**config.mk**
```make
export PLATFORM = sky130hd
export DESIGN_NAME = fpu_divide_iterative
export DESIGN_NICKNAME = d
export VERILOG_FILES = /design/src/rtl/fpu_divide_iterative.sv
export SDC_FILE = /design/constraint.sdc
export NUM_CORES = 1
export LEC_CHECK = 0
export CORE_ASPECT_RATIO = 2
export CORE_MARGIN = 5
export CORE_UTILIZATION = 55
export CTS_CLUSTER_DIAMETER = 150
export DETAILED_ROUTE_END_ITERATION = 7
export PLACE_DENSITY = 0.8
export RECOVER_POWER = 100
export SETUP_SLACK_MARGIN = 0.15
export SYNTH_ARGS = -nofsm -noshare
export SYNTH_HDL_FRONTEND = slang
export SYNTH_SLANG_ARGS = --single-unit
```
**constraint.sdc**
```tcl
create_clock -name clk -period 5.29 [get_ports clk]
set_input_delay 1.058 -clock clk [delete_from_list [all_inputs] [get_ports clk]]
set_output_delay 1.058 -clock clk [all_outputs]
set_load 0.01 [all_outputs]
```
**src/rtl/fpu_divide_iterative.sv**
```systemverilog
// fpu_divide_iterative: multi-cycle restoring divider for single-precision
// mantissas. Produces an unrounded fpu_result_t (sign, exponent, 24-bit
// mantissa, 3 guard bits, round mode) for the downstream rounding stage.
//
// Handshakes: a transfer happens on a rising clk edge where valid and ready
// are both 1. operand_ready is high only in IDLE; result_valid is high only
// in DONE, and result/overflow/underflow hold steady until result_ready.
//
// Optional build macro FPU_DIVIDE_EARLY_OUT_EN: when defined, a divisor
// mantissa of exactly 24'h800000 bypasses the iteration and the result is
// presented the cycle after the operand handshake.
`timescale 1ns/1ps

package fpu_divide_iterative_pkg;

    typedef enum logic [2:0] {
        RM_RNE = 3'd0,
        RM_RTZ = 3'd1,
        RM_RDN = 3'd2,
        RM_RUP = 3'd3,
        RM_RMM = 3'd4
    } fpu_round_mode_t;

    typedef struct packed {
        logic            sign;
        logic [7:0]      exponent;
        logic [23:0]     mantissa;
        logic [2:0]      guard;
        fpu_round_mode_t round_mode;
    } fpu_result_t;

    typedef enum logic [1:0] {
        ST_IDLE = 2'd0,
        ST_BUSY = 2'd1,
        ST_DONE = 2'd2
    } fpu_div_state_t;

endpackage

module fpu_divide_iterative
    import fpu_divide_iterative_pkg::*;
#(
    parameter int RADIX_BITS = 1
) (
    input  logic            clk,
    input  logic            rst_n,
    input  logic            operand_valid,
    output logic            operand_ready,
    input  logic            a_sign,
    input  logic [7:0]      a_exponent,
    input  logic [23:0]     a_mantissa,
    input  logic            b_sign,
    input  logic [7:0]      b_exponent,
    input  logic [23:0]     b_mantissa,
    input  fpu_round_mode_t round_mode,
    output logic            result_valid,
    input  logic            result_ready,
    output fpu_result_t     result,
    output logic            overflow,
    output logic            underflow,
    output fpu_div_state_t  fsm_state
);

    localparam int ITER = 26 / RADIX_BITS;
    localparam logic [4:0] ITER_CNT = 5'(ITER);

    generate
        if (RADIX_BITS != 1 && RADIX_BITS != 2) begin : g_bad_radix
            $error("fpu_divide_iterative: RADIX_BITS must be 1 or 2");
        end
    endgenerate

    fpu_div_state_t state_q;
    fpu_div_state_t state_d;

    // Iteration datapath registers. The partial remainder stays below twice
    // the divisor for legal operands, so 26 bits leave headroom.
    logic [25:0]        rem_q;
    logic [23:0]        div_q;
    logic [25:0]        quo_q;
    logic [4:0]         cnt_q;
    logic signed [9:0]  exp_q;
    logic               sign_q;
    fpu_round_mode_t    rmode_q;

    fpu_result_t        result_q;
    logic               overflow_q;
    logic               underflow_q;

    // Capture-time values
    logic               a_lt_b;
    logic [25:0]        cap_rem;
    logic signed [9:0]  cap_exp;
    logic signed [9:0]  early_exp;
    logic               early_out;

    // One BUSY cycle worth of quotient retirement
    logic [25:0]        it_rem;
    logic [25:0]        it_quo;

    // Pack quotient and exponent into the rounding-stage format, applying
    // exponent saturation / flush-to-zero.
    function automatic fpu_result_t pack_result(
        input logic              sign,
        input logic signed [9:0] e,
        input logic [25:0]       q,
        input logic              sticky,
        input fpu_round_mode_t   rm
    );
        fpu_result_t r;
        r.sign       = sign;
        r.round_mode = rm;
        if (e >= 10'sd255) begin
            r.exponent = 8'hFF;
            r.mantissa = '0;
            r.guard    = '0;
        end else if (e <= 10'sd0) begin
            r.exponent = 8'h00;
            r.mantissa = '0;
            r.guard    = '0;
        end else begin
            r.exponent = e[7:0];
            r.mantissa = q[25:2];
            r.guard    = {q[1], q[0], sticky};
        end
        return r;
    endfunction

    function automatic logic is_overflow(input logic signed [9:0] e);
        return (e >= 10'sd255);
    endfunction

    function automatic logic is_underflow(input logic signed [9:0] e);
        return (e <= 10'sd0);
    endfunction

    // Operand pre-alignment: when a < b the dividend is doubled so the first
    // quotient bit is always 1, and the exponent is adjusted to compensate.
    always_comb begin
        a_lt_b    = (a_mantissa < b_mantissa);
        cap_rem   = a_lt_b ? {1'b0, a_mantissa, 1'b0} : {2'b00, a_mantissa};
        cap_exp   = $signed({2'b00, a_exponent}) - $signed({2'b00, b_exponent})
                    + 10'sd127 - (a_lt_b ? 10'sd1 : 10'sd0);
        early_exp = $signed({2'b00, a_exponent}) - $signed({2'b00, b_exponent})
                    + 10'sd127;
    end

`ifdef FPU_DIVIDE_EARLY_OUT_EN
    // Power-of-two divisor: the quotient mantissa is the dividend mantissa.
    assign early_out = (b_mantissa == 24'h800000);
`else
    assign early_out = 1'b0;
`endif

    // Restoring division step, repeated RADIX_BITS times, MSB first.
    always_comb begin
        it_rem = rem_q;
        it_quo = quo_q;
        for (int i = 0; i < RADIX_BITS; i++) begin
            if (it_rem >= {2'b00, div_q}) begin
                it_rem = it_rem - {2'b00, div_q};
                it_quo = {it_quo[24:0], 1'b1};
            end else begin
                it_quo = {it_quo[24:0], 1'b0};
            end
            it_rem = {it_rem[24:0], 1'b0};
        end
    end

    // FSM state register
    always_ff @(posedge clk) begin
        if (!rst_n) begin
            state_q <= ST_IDLE;
        end else begin
            state_q <= state_d;
        end
    end

    // FSM next-state logic
    always_comb begin
        state_d = state_q;
        case (state_q)
            ST_IDLE: begin
                if (operand_valid) begin
                    state_d = early_out ? ST_DONE : ST_BUSY;
                end
            end
            ST_BUSY: begin
                if (cnt_q == ITER_CNT) begin
                    state_d = ST_DONE;
                end
            end
            ST_DONE: begin
                if (result_ready) begin
                    state_d = ST_IDLE;
                end
            end
            default: state_d = ST_IDLE;
        endcase
    end

    // FSM outputs
    always_comb begin
        operand_ready = 1'b0;
        result_valid  = 1'b0;
        case (state_q)
            ST_IDLE: operand_ready = 1'b1;
            ST_DONE: result_valid  = 1'b1;
            default: ;
        endcase
    end

    // Datapath: capture in IDLE, iterate in BUSY, pack on the way to DONE,
    // hold everything while DONE waits for result_ready.
    always_ff @(posedge clk) begin
        if (!rst_n) begin
            rem_q       <= '0;
            div_q       <= '0;
            quo_q       <= '0;
            cnt_q       <= '0;
            exp_q       <= '0;
            sign_q      <= 1'b0;
            rmode_q     <= RM_RNE;
            result_q    <= '0;
            overflow_q  <= 1'b0;
            underflow_q <= 1'b0;
        end else begin
            case (state_q)
                ST_IDLE: begin
                    if (operand_valid) begin
                        sign_q  <= a_sign ^ b_sign;
                        exp_q   <= cap_exp;
                        rem_q   <= cap_rem;
                        div_q   <= b_mantissa;
                        quo_q   <= '0;
                        cnt_q   <= '0;
                        rmode_q <= round_mode;
                        if (early_out) begin
                            result_q    <= pack_result(a_sign ^ b_sign, early_exp,
                                                       {a_mantissa, 2'b00}, 1'b0,
                                                       round_mode);
                            overflow_q  <= is_overflow(early_exp);
                            underflow_q <= is_underflow(early_exp);
                        end
                    end
                end
                ST_BUSY: begin
                    if (cnt_q != ITER_CNT) begin
                        rem_q <= it_rem;
                        quo_q <= it_quo;
                        cnt_q <= cnt_q + 5'd1;
                    end else begin
                        result_q    <= pack_result(sign_q, exp_q, quo_q,
                                                   (rem_q != '0), rmode_q);
                        overflow_q  <= is_overflow(exp_q);
                        underflow_q <= is_underflow(exp_q);
                    end
                end
                default: ;
            endcase
        end
    end

    assign result    = result_q;
    assign overflow  = overflow_q;
    assign underflow = underflow_q;
    assign fsm_state = state_q;

endmodule
```
---- Word level (Yosys, flattened, before mapping) ----
Cells that the tools add are included.
cells by class
  order comparisons ....................... 4
  bitwise gates (word level) .............. 2
  $add $sub $neg .......................... 5
  eq/ne operators ......................... 8
  multiplexer cells ....................... 21
  reduce and logical (&&, ||, !) cells .... 7
operators by type and width
  cell                                                                 number
  two-way mux 26 bit                                                   4
  one-hot mux 26 bit (2 select lines)                                  2
  two-way mux 35 bit                                                   2
  two-way mux 25 bit                                                   2
  greater-or-equal comparator 26 x 24 -> 1 bit                         1
  nonzero test 26 bit                                                  1
  subtractor 25 x 24 -> 25 bit                                         1
  < comparator 24 bit                                                  1
  adder 9 x 8 -> 10 bit (second input constant)                        1
  greater-or-equal comparator 10 x 9 -> 1 bit (second input constant)  1
  <= comparator 10 x 1 -> 1 bit (second input constant)                1
  two-way mux 5 bit                                                    2
  one-hot mux 5 bit (2 select lines)                                   1
  subtractor 10 x 2 -> 10 bit                                          1
  subtractor 8 x 8 -> 9 bit                                            1
  != test 2 bit (second input constant)                                4
  two-way mux 2 bit                                                    3
  one-hot mux 2 bit (3 select lines)                                   1
  AND reduction 3 bit                                                  2
  adder 5 x 1 -> 5 bit (second input constant)                         1
  equality test 5 bit (second input constant)                          1
  != test 5 bit (second input constant)                                1
  two-way mux 1 bit                                                    4
  AND reduction 2 bit                                                  2
  6 further kinds                                                      6
word-level totals
  output and inout port bits .............. 45
  bits of input ports ..................... 73
  bits in registers ....................... 138
  word-level logic and storage cells ...... 62

---- Depth between registers and ports, before layout ----
Gate-level depths: netlist of run 1.
  word-level depth ........................ 4
  depth in mapped cells ................... 20
  gate-level depth less buffers ........... 19

---- Least setup slack after synthesis of run 1 ----
Ideal clock, no wire load.
  kind .................................... input port to flip-flop
  from .................................... in b_mantissa[5]
  to ...................................... reg exp_q[7]
  required time ........................... 5,175 ps
  slack ................................... 802 ps
  arrival time ............................ 4,373 ps
  library setup time ...................... 115 ps
  cell stages on the path ................. 18
  buffers on the path ..................... 1
  cell sequence ........................... inv_1 ha_1 a2111oi_0 nand2_1 a31oi_2 buf_2 inv_1 ha_1 ha_1 fa_1 a21o_1 a21oi_1 nor2b_1 o21ai_0 nand2b_1 xnor2_1 o21ai_0 and2_1
between the ends
  longest elaborated chain between the ends .. 3
ends and longest elaborated chain
  what                         line  text
  start: declaration           54    input logic [23:0] b_mantissa,
  < comparator 24 bit          140   a_lt_b = (a_mantissa < b_mantissa);
  two-way mux 1 bit            143   + 10'sd127 - (a_lt_b ? 10'sd1 : 10'sd0);
  subtractor 10 x 2 -> 10 bit  143
  end signal: assignment       232   exp_q <= cap_exp;
  end: declaration             82    logic signed [9:0] exp_q;
Every way passes these cells.
A chain may end at the register's enable or synchronous reset.

---- Worst setup path after layout of run 1 ----
  from .................................... in b_mantissa[23]
  to ...................................... reg exp_q[7]
The elaborated chain is that of the path after synthesis.

==> results of run 1 <==
-- layer usage --
metal,vias to the layer above,routed length [um]
li1,3814,-
met1,3724,8431
met2,258,12970
met3,89,1170
met4,0,1183
met5,-,0
-- flip-flops by register name, summed over array words and instances (netlist names) --
register,count
cnt_q,5
result,39
underflow,1
overflow,1
rmode_q,3
sign_q,1
rem_q,26
fsm_state,2
quo_q,26
exp_q,10
div_q,24
-- Yosys cell counts (7+ instances only) --
cell,instances
a21o_1,14
a21oi_1,65
xnor2_1,17
nor2b_1,45
and3_1,7
o21a_1,7
clkbuf_1,47
o21ai_1,11
nand2_1,156
ha_1,65
o21ai_0,26
o221ai_1,11
a22oi_1,27
nor3_1,16
a21boi_0,59
and2_1,14
nor4_1,10
nor2_1,53
mux2i_1,26
inv_1,73
dfxtp_1,138
nand3_1,37
xor2_1,16
nand4_1,13
-- critical path: cells and delay by family --
family | cells | cell delay, ns
AO/OA/AOI/OAI | 7 | 1.22
adder cells (fa/ha/maj) | 4 | 1.07
AND/OR/NAND/NOR | 5 | 0.83
buffers and inverters | 3 | 0.79
XOR/XNOR | 1 | 0.13
-- cell families (layout without fill, tap and decap cells) --
kind of cell | after synthesis | in the layout | share of synthesized area
compound gates | 276 | 276 | 0.2282
buf+inv | 129 | 231 | 0.05928
mux | 26 | 26 | 0.03137
simple gates | 366 | 366 | 0.2080
fa+ha+maj | 68 | 68 | 0.1053
xor+xnor | 33 | 33 | 0.03484
flops | 138 | 138 | 0.3330
-- cell type report --
class / instances / area, um^2
multi-input combinational: 769 / 5054
fill: 1291 / 4646
sequential: 138 / 2763
timing repair buffer: 126 / 1220
clock buffer: 17 / 425.4
inverter: 73 / 274.0
tap: 195 / 244.0
clock inverter: 15 / 193.9
-- report_power, final --
| part | switching, mW | internal, mW | total [mW] |
|---|---|---|---|
| clock | 0.528 | 0.721 | 1.25 |
| combinational | 0.814 | 0.561 | 1.38 |
| sequential | 0.0784 | 1.11 | 1.19 |
-- path summary, 6_finish.rpt --
kind,start,endpoint,slack (ns),depth (start not counted)
hold reg to reg,result[3],result[3],0.45,2
setup reg to reg,rem_q[10],rem_q[14],0.56,9
hold / removal,result[3],result[3],0.45,2
setup / recovery,b_mantissa[23],exp_q[7],0.47,20
-- through the flow --
| stage | setup TNS (ns) | worst slack (ns) | cells |
|---|---|---|---|
| 2_1_floorplan | 0 | 0.8016 | 1036 |
| 3_3_place_gp | 0 | 0.01672 | 1301 |
| 3_5_place_dp | -0.05058 | -0.05058 | 1301 |
| 4_1_cts | 0 | 0.3768 | 1333 |
| 5_1_grt | 0 | 0.2348 | 1333 |
| 6_report | 0 | 0.4673 | 1333 |
-- what timing repair did --
item,4_1_cts,5_1_grt
gates resized for setup,0,1
endpoints found under the setup margin,0,2
setup buffers,0,0
==> flow_metrics.tcl, run 1 <==
set metrics [dict create \
    critical_path.max_fanout 3 \
    violations "max-capacitance violations, max-slew violations" \
    met1_usage 0.2559 \
    holdBufCountCts 0 \
    totalWireLength_mm 23.76 \
    path_clk_slew_ns 0.07 \
    cts-htree-levels 4 \
    max_slew_margin -0.3559 \
    synth_cell_type_count 65 \
    clock_insertion_delay_worst_skew_ns 0.43 \
    final_common_cell "nand2_1" \
    io_buffers 117 \
    critPathArrivalTime_ns 5.13 \
    final_layout_size_suffix_gt1_frac 0.04218 \
    drv_slew 105 \
    yosysSeqAreaShare 0.3330 \
    drtPass1Iterations 5 \
    grt_pass1_wl_mm 38.21 \
    initial_core_util 0.5598 \
    place_area_mm2 0.009578 \
    core_area_mm2 0.01482 \
    routabilityCongestion 0.9743 \
    rows 63 \
    synthCells 1036 \
    power_density_mw_per_mm2 374.7 \
    pin_count 118 \
    nets 1266 \
    critPathKind "input port to register" \
    grt_max_degree 71 \
    ys_warn_count 0 \
    critPathMaxStageDelay_ns 0.64 \
    holdCritPathClass "register to register" \
    critical-path-slowest-cell "dlygate4sd3_1" \
    synth.top_cell.area_share 0.3330 \
    syn_area_per_cell_um2 8.007 \
    cts_tree "built" \
    synth_nets 1177 \
    routed_via_density 5.915 \
    cpMostUsedCell "ha_1" \
    synth_flop_cell "dfxtp_1" \
    die_h_um 183.7 \
    hold_viol 0 \
    synth-seq-cells 138 \
    hpwl_mm 17.29 \
    ir_drop_mv 0.2407 \
    end_kind "register" \
    final_area_mm2 0.01017 \
    synth_edf_count 0 \
    worst_slew_pin_slew_ns 2.034 \
    die_area_mm2 0.01779 \
    overflow 0 \
    timing.hold.ws_ns 0.4547 \
    critPathRequiredTime_ns 5.60 \
    yosys.area.top_type "dfxtp_1" \
    wl_per_cell_um 17.82 \
    grt_pass1_vias 7997 \
    die_w_um 96.84 \
    ant_nets 0 \
    antenna_found_initial 0 \
    dr.first_iter.drc_count 404 \
    fin_crit_sh 0.9117 \
    syn2layout_area_growth_pct 22.64 \
    rsz0062_at_grt "no" \
    use_met2 0.5111 \
    start_kind "input port" \
    top_usage_layer "met2" \
    cts_sinks 138 \
    vias 7885 \
    cts_buffer_depth 2 \
    cts_buffers 17 \
    async_flop_share 0 \
    cap_violations 3 \
    crit_chain "dlygate4sd3_1, inv_1, ha_1, nand4_1, nor4_2, a22oi_1, o211ai_1, a31oi_4, inv_1, ha_1, ha_1, fa_1, a21o_1, a21oi_1, nor2b_1, o21ai_0, nand2b_1, xnor2_1, o21ai_0, and2_0" \
    cts-root-buf "clkbuf_16" \
    layout_common_cells "nand2_1 (156), dfxtp_1 (138), inv_1 (73), clkdlybuf4s50_1 (69)" \
    route.detailed.drc 0 \
    leakagePower_nw 4.234 \
    ys_top_cells_by_area "dfxtp_1 (33%), ha_1 (9.8%), nand2_1 (7.1%)" \
    diodes 0 \
    fin_crit_ns 4.823 \
    met3_usage 0.04899 \
    netlist_area_mm2 0.008295 \
    grt_usage 0.2626 \
    finClkSkew_ns 0.01628 \
    power.total_mw 3.812 \
    fin_util 0.6865 \
    max_freq_mhz 207.4 \
    setup_viol 0 \
    outcome "finished with violations" \
]
(Power assumes the default switching activity.)
==> run 2, diff against run 1 <==
--- a/config.mk
+++ b/config.mk
@@ -10,6 +10,7 @@
 export CORE_UTILIZATION = 55
 export CTS_CLUSTER_DIAMETER = 150
 export DETAILED_ROUTE_END_ITERATION = 7
+export GPL_TIMING_DRIVEN = 0
 export PLACE_DENSITY = 0.8
 export RECOVER_POWER = 100
 export SETUP_SLACK_MARGIN = 0.15
==> run 2 against run 1 <==
Against the previous run: the run now ends clean; critical path type unchanged; hold slack gained 0.010 ns; final cell count grew 3.6%; global-route usage grew 4.2 points.
==> flow_metrics.tcl, run 2 (same netlist as run 1, synthesis figures left out) <==
set metrics [dict create \
    die_area_mm2 0.01779 \
    fillers 1290 \
    place_area_mm2 0.009701 \
    pin_count 118 \
    worst_slack_ns 0.3736 \
    cts_buffer_depth 2 \
    crit_chain "clkdlybuf4s50_1, ha_1, a21oi_1, o21ai_1, a22oi_1, o211ai_1, a31oi_4, buf_8, inv_1, ha_1, ha_1, fa_1, a21o_1, a21oi_1, nor2b_1, o21ai_0, nand2b_1, xnor2_1, o21ai_0, and2_1" \
    rsz0062_at_grt "no" \
    final_common_cell "nand2_1" \
    layout.cells.non_filler 1381 \
    critical_path.max_fanout 10 \
    setup_viol 0 \
    dr.first_iter.drc_count 451 \
    end_kind "register" \
    cts-root-buf "clkbuf_16" \
    ant_nets 0 \
    cpLargestDelayFamily "compound AO/OA/AOI/OAI gates" \
    path_clk_slew_ns 0.06 \
    cts-htree-levels 4 \
    rows 63 \
    leakagePower_nw 4.279 \
    vias 8180 \
    cts_buffers 17 \
    syn2layout_area_growth_pct 24.48 \
    cpMostUsedCell "ha_1" \
    route.detailed.drc 0 \
    critPathArrivalTime_ns 5.24 \
    power_density_mw_per_mm2 375.4 \
    final_area_mm2 0.01033 \
    die_w_um 96.84 \
    layout_common_cells "nand2_1 (156), dfxtp_1 (138), inv_1 (73), clkdlybuf4s50_1 (69)" \
    wl_per_cell_um 19.61 \
    critPathMaxStageDelay_ns 0.47 \
    core_area_mm2 0.01482 \
    critPathKind "input port to register" \
    fin_crit_ns 4.916 \
    hp-start "result[3]" \
    holdBufCountCts 0 \
    power.total_mw 3.877 \
    die_h_um 183.7 \
    hold_viol 0 \
    diodes 0 \
    finClkSkew_ns 0.01210 \
    critPathRequiredTime_ns 5.61 \
    r2r-start "div_q[10]" \
    routabilityCongestion 0.9879 \
    outcome "finished, final reports clean" \
    cts_tree "built" \
    critical-path-slowest-cell "clkdlybuf4s50_1" \
    place_inst 1347 \
    ir_drop_mv 0.2254 \
    initial_core_util 0.5598 \
    pre_cts_slack_ns -0.7188 \
    grt_pass1_vias 8559 \
    io_buffers 116 \
    fin_crit_sh 0.9294 \
    drv_slew 0 \
    crit_buf_inv 3 \
    antenna_found_initial 0 \
    routed_via_density 5.923 \
    final_layout_size_suffix_gt1_frac 0.03710 \
    holdCritPathClass "register to register" \
    totalWireLength_mm 27.09 \
    largest_register_ffs 39 \
    cts_sinks 138 \
    grt_usage 0.3044 \
    cap_violations 0 \
    max_slew_margin 0.1382 \
    grt_max_degree 17 \
    worst_slew_pin_slew_ns 1.260 \
    grt_pass1_wl_mm 42.95 \
    rrSetupSlack_ns 1.74 \
    overflow 0 \
    clock_insertion_delay_worst_skew_ns 0.43 \
    max_freq_mhz 203.4 \
    drtPass1Iterations 6 \
    nets 1314 \
    hpwl_mm 21.14 \
    start_kind "input port" \
    critPathLaunch "a_mantissa[9]" \
    timing.hold.ws_ns 0.4651 \
]
==> run 2: changes by cell type in the layout (fill, tap and decap cells not counted), moves of 2 or more <==
cell	previous run	this run
clkbuf_1	3	53
buf_4	5	1
o21ai_0	31	27
o21ai_1	6	10
buf_2	0	3
clkbuf_2	2	0
clkinv_4	2	0
clkinvlp_4	0	2
inv_8	2	4
==> run 2: final cells by class <==
| cell class | count | area (um^2) | share of cell area |
|---|---|---|---|
| Multi-Input combinational cell | 769 | 5045 | 0.4885 |
| Sequential cell | 138 | 2763 | 0.2675 |
| Timing Repair Buffer | 118 | 1175 | 0.1138 |
| Clock buffer | 17 | 425.4 | 0.04120 |
| Inverter | 73 | 274.0 | 0.02654 |
| Tap cell | 195 | 244.0 | 0.02363 |
| Buffer | 56 | 225.2 | 0.02181 |
| Clock inverter | 15 | 175.2 | 0.01696 |
==> run 2: where the power goes <==
part,switching [mW],internal (mW),total [mW]
logic,0.885,0.579,1.46
clock network,0.550,0.677,1.23
registers,0.0770,1.11,1.19
==> run 2: path summary, 6_finish.rpt <==
| check | cells after the start | to |
|---|---|---|
| worst min-delay path | 2 | result[3] |
| worst max register to register | 11 | rem_q[8] |
| worst min register to register | 2 | result[3] |
| worst max-delay path | 20 | exp_q[7] |
==> run 2: worst min-delay path: cells and delay by family (launching register included) <==
family	cells	cell delay, ns
AND/OR/NAND/NOR	1	0.05
AO/OA/AOI/OAI	1	0.05
flip-flops	1	0.32
==> run 2: stage by stage <==
stage            util  setup TNS, ns
2_1_floorplan       -              0
3_3_place_gp   0.6546         -2.585
3_5_place_dp   0.6546         -2.481
4_1_cts        0.6964              0
5_1_grt        0.6968              0
6_report       0.6968              0
==> run 2: timing repair <==
action,CTS,global route
gates resized for setup,2,6
setup buffers,1,1
pin swaps,0,3
endpoints found under the setup margin,5,3
gates cloned,0,0
==> run 2: metal layers <==
metal  routed length, um  global-route usage
met1                8896              0.2806
met2               14540              0.5781
met3                1283             0.05317
met4                2365              0.2396
met5                   0                   0
==> run 3, diff against run 2 <==
--- a/config.mk
+++ b/config.mk
@@ -8,11 +8,12 @@
 export CORE_ASPECT_RATIO = 2
 export CORE_MARGIN = 5
 export CORE_UTILIZATION = 55
-export CTS_CLUSTER_DIAMETER = 150
+export CTS_CLUSTER_DIAMETER = 120
 export DETAILED_ROUTE_END_ITERATION = 7
 export GPL_TIMING_DRIVEN = 0
 export PLACE_DENSITY = 0.8
 export RECOVER_POWER = 100
+export REMOVE_ABC_BUFFERS = 1
 export SETUP_SLACK_MARGIN = 0.15
 export SYNTH_ARGS = -nofsm -noshare
 export SYNTH_HDL_FRONTEND = slang
==> run 3 against run 2 <==
Against the previous run: the flow now finishes with violations (max-capacitance violations, max-slew violations); register-to-register slack got worse by 1.1 ns; largest power group unchanged; critical path type unchanged; count of clock-buffer cells in the layout did not move; global-route usage fell by 4.4 points.
==> flow_metrics.tcl, run 3 (same netlist as run 1, synthesis figures left out) <==
set metrics [dict create \
    top_usage_layer "met2" \
    met1_usage 0.2580 \
    rsz0062_at_grt "no" \
    timing.hold.ws_ns 0.4535 \
    grt_usage 0.2606 \
    critPathKind "input port to register" \
    ant_nets 0 \
    vias 7809 \
    cts_buffers 17 \
    diodes 0 \
    nets 1264 \
    p_sw_mw 1.408 \
    largest_register_ffs 39 \
    use_met2 0.5000 \
    wl_per_cell_um 17.44 \
    dr.first_iter.drc_count 423 \
    critical_path.max_fanout 15 \
    cts_sinks 138 \
    io_buffers 117 \
    die_h_um 183.7 \
    clock_insertion_delay_worst_skew_ns 0.42 \
    max_freq_mhz 201.6 \
    cap_violations 5 \
    holdBufCountCts 0 \
    path_clk_slew_ns 0.06 \
    fin_crit_ns 4.960 \
    p_seq_frac 0.317 \
    end_kind "register" \
    critical-path-slowest-cell "nor4_2" \
    die_w_um 96.84 \
    pin_count 118 \
    critPathMaxStageDelay_ns 0.78 \
    power_switching_share 0.3770 \
    final_layout_size_suffix_gt1_frac 0.04137 \
    routabilityCongestion 0.9184 \
    rows 63 \
    clockPowerShare 0.309 \
    leakagePower_nw 4.226 \
    core_area_mm2 0.01482 \
    fin_crit_sh 0.9376 \
    finClkSkew_ns 0.009694 \
    drtPass1Iterations 7 \
    tns_ns 0 \
    grt_pass1_wl_mm 38.09 \
    violations "max-capacitance violations, max-slew violations" \
    initial_core_util 0.5598 \
    cts-root-buf "clkbuf_16" \
    critPathArrivalTime_ns 5.27 \
    totalWireLength_mm 23.21 \
    p_comb_frac 0.374 \
    drv_slew 144 \
    routed_via_density 5.867 \
    hold_viol 0 \
    cts_tree "built" \
    crit_chain "dlygate4sd3_1, inv_1, ha_1, nand4_1, nor4_2, a22oi_1, o211ai_1, a31oi_4, clkbuf_1, clkbuf_2, mux2i_1, o22ai_1, o21a_1" \
    route.detailed.drc 0 \
    critPathRequiredTime_ns 5.60 \
    power_density_mw_per_mm2 367.0 \
    final_common_cell "nand2_1" \
    holdCritPathClass "register to register" \
    grt_pass1_vias 8044 \
    max_slew_margin -0.6356 \
    layout_common_cells "nand2_1 (156), dfxtp_1 (138), inv_1 (73), clkdlybuf4s50_1 (69)" \
    cellInternalPower_mw 2.328 \
    cts_buffer_depth 2 \
    ir_drop_mv 0.2709 \
    outcome "finished with violations" \
    start_kind "input port" \
    overflow 0 \
    cts-htree-levels 4 \
    die_area_mm2 0.01779 \
    met3_usage 0.04899 \
    grt_max_degree 102 \
    setup_viol 0 \
    syn2layout_area_growth_pct 22.73 \
    antenna_found_initial 0 \
    worst_slew_pin_slew_ns 2.435 \
    hpwl_mm 17.18 \
]
run 3: final timing paths:
kind	startpoint	to	slack, ns	depth (start not counted)
worst min-delay path	result[3]	result[3]	0.45	2
worst max-delay path	b_mantissa[22]	rem_q[23]	0.33	13
worst min register to register	result[3]	result[3]	0.45	2
worst max register to register	fsm_state[0]	result[3]	0.64	7
run 3: critical path, delay by kind of cell:
kind / cells / cell delay [ns]
and+or+nand+nor: 2 / 1.02
muxes: 1 / 0.34
AOI/OAI and AO/OA: 5 / 1.05
buffers and inverters: 4 / 1.48
adders and majority gates: 1 / 0.31
run 3: repair_timing:
item / in CTS / in global routing
endpoints found under the setup margin: 5 / 1
resized for setup: 1 / 1
gates cloned: 0 / 0
pin swaps: 0 / 1
setup buffers: 1 / 0
run 3: layer usage:
layer / up-vias / wire (um)
met1: 3715 / 8241
met5: - / 0
met2: 229 / 12800
met4: 0 / 1163
met3: 68 / 1006
li1: 3797 / -
run 3: stage by stage:
step	util	worst slack [ns]	area [um^2]	std cells	power [mW]
2_1_floorplan	-	0.1633	8078	980	2.172
3_3_place_gp	0.6406	-1.660	9493	1292	2.527
3_5_place_dp	0.6515	-0.5791	9654	1298	2.594
4_1_cts	0.6912	0.3699	10240	1331	3.754
5_1_grt	0.6870	0.1726	10180	1331	3.951
6_report	0.6870	0.3302	10180	1331	3.736
run 3: area by class of cell:
| type | instances | area (um^2) |
|---|---|---|
| Tap cell | 195 | 244.0 |
| Multi-Input combinational cell | 769 | 5054 |
| Fill cell | 1290 | 4638 |
| Clock inverter | 15 | 150.1 |
| Timing Repair Buffer | 124 | 1271 |
| Inverter | 73 | 274.0 |
| Clock buffer | 17 | 425.4 |
| Sequential cell | 138 | 2763 |
run 3: power by group through the flow:
| stage | Combinational (mW) | Clock (mW) | Sequential, mW |
|---|---|---|---|
| 2_1_floorplan | 0.989 | 0 | 1.18 |
| 3_3_place_gp | 1.32 | 0 | 1.20 |
| 3_5_place_dp | 1.39 | 0 | 1.21 |
| 4_1_cts | 1.40 | 1.17 | 1.18 |
| 5_1_grt | 1.55 | 1.21 | 1.19 |
| 6_report | 1.40 | 1.15 | 1.19 |
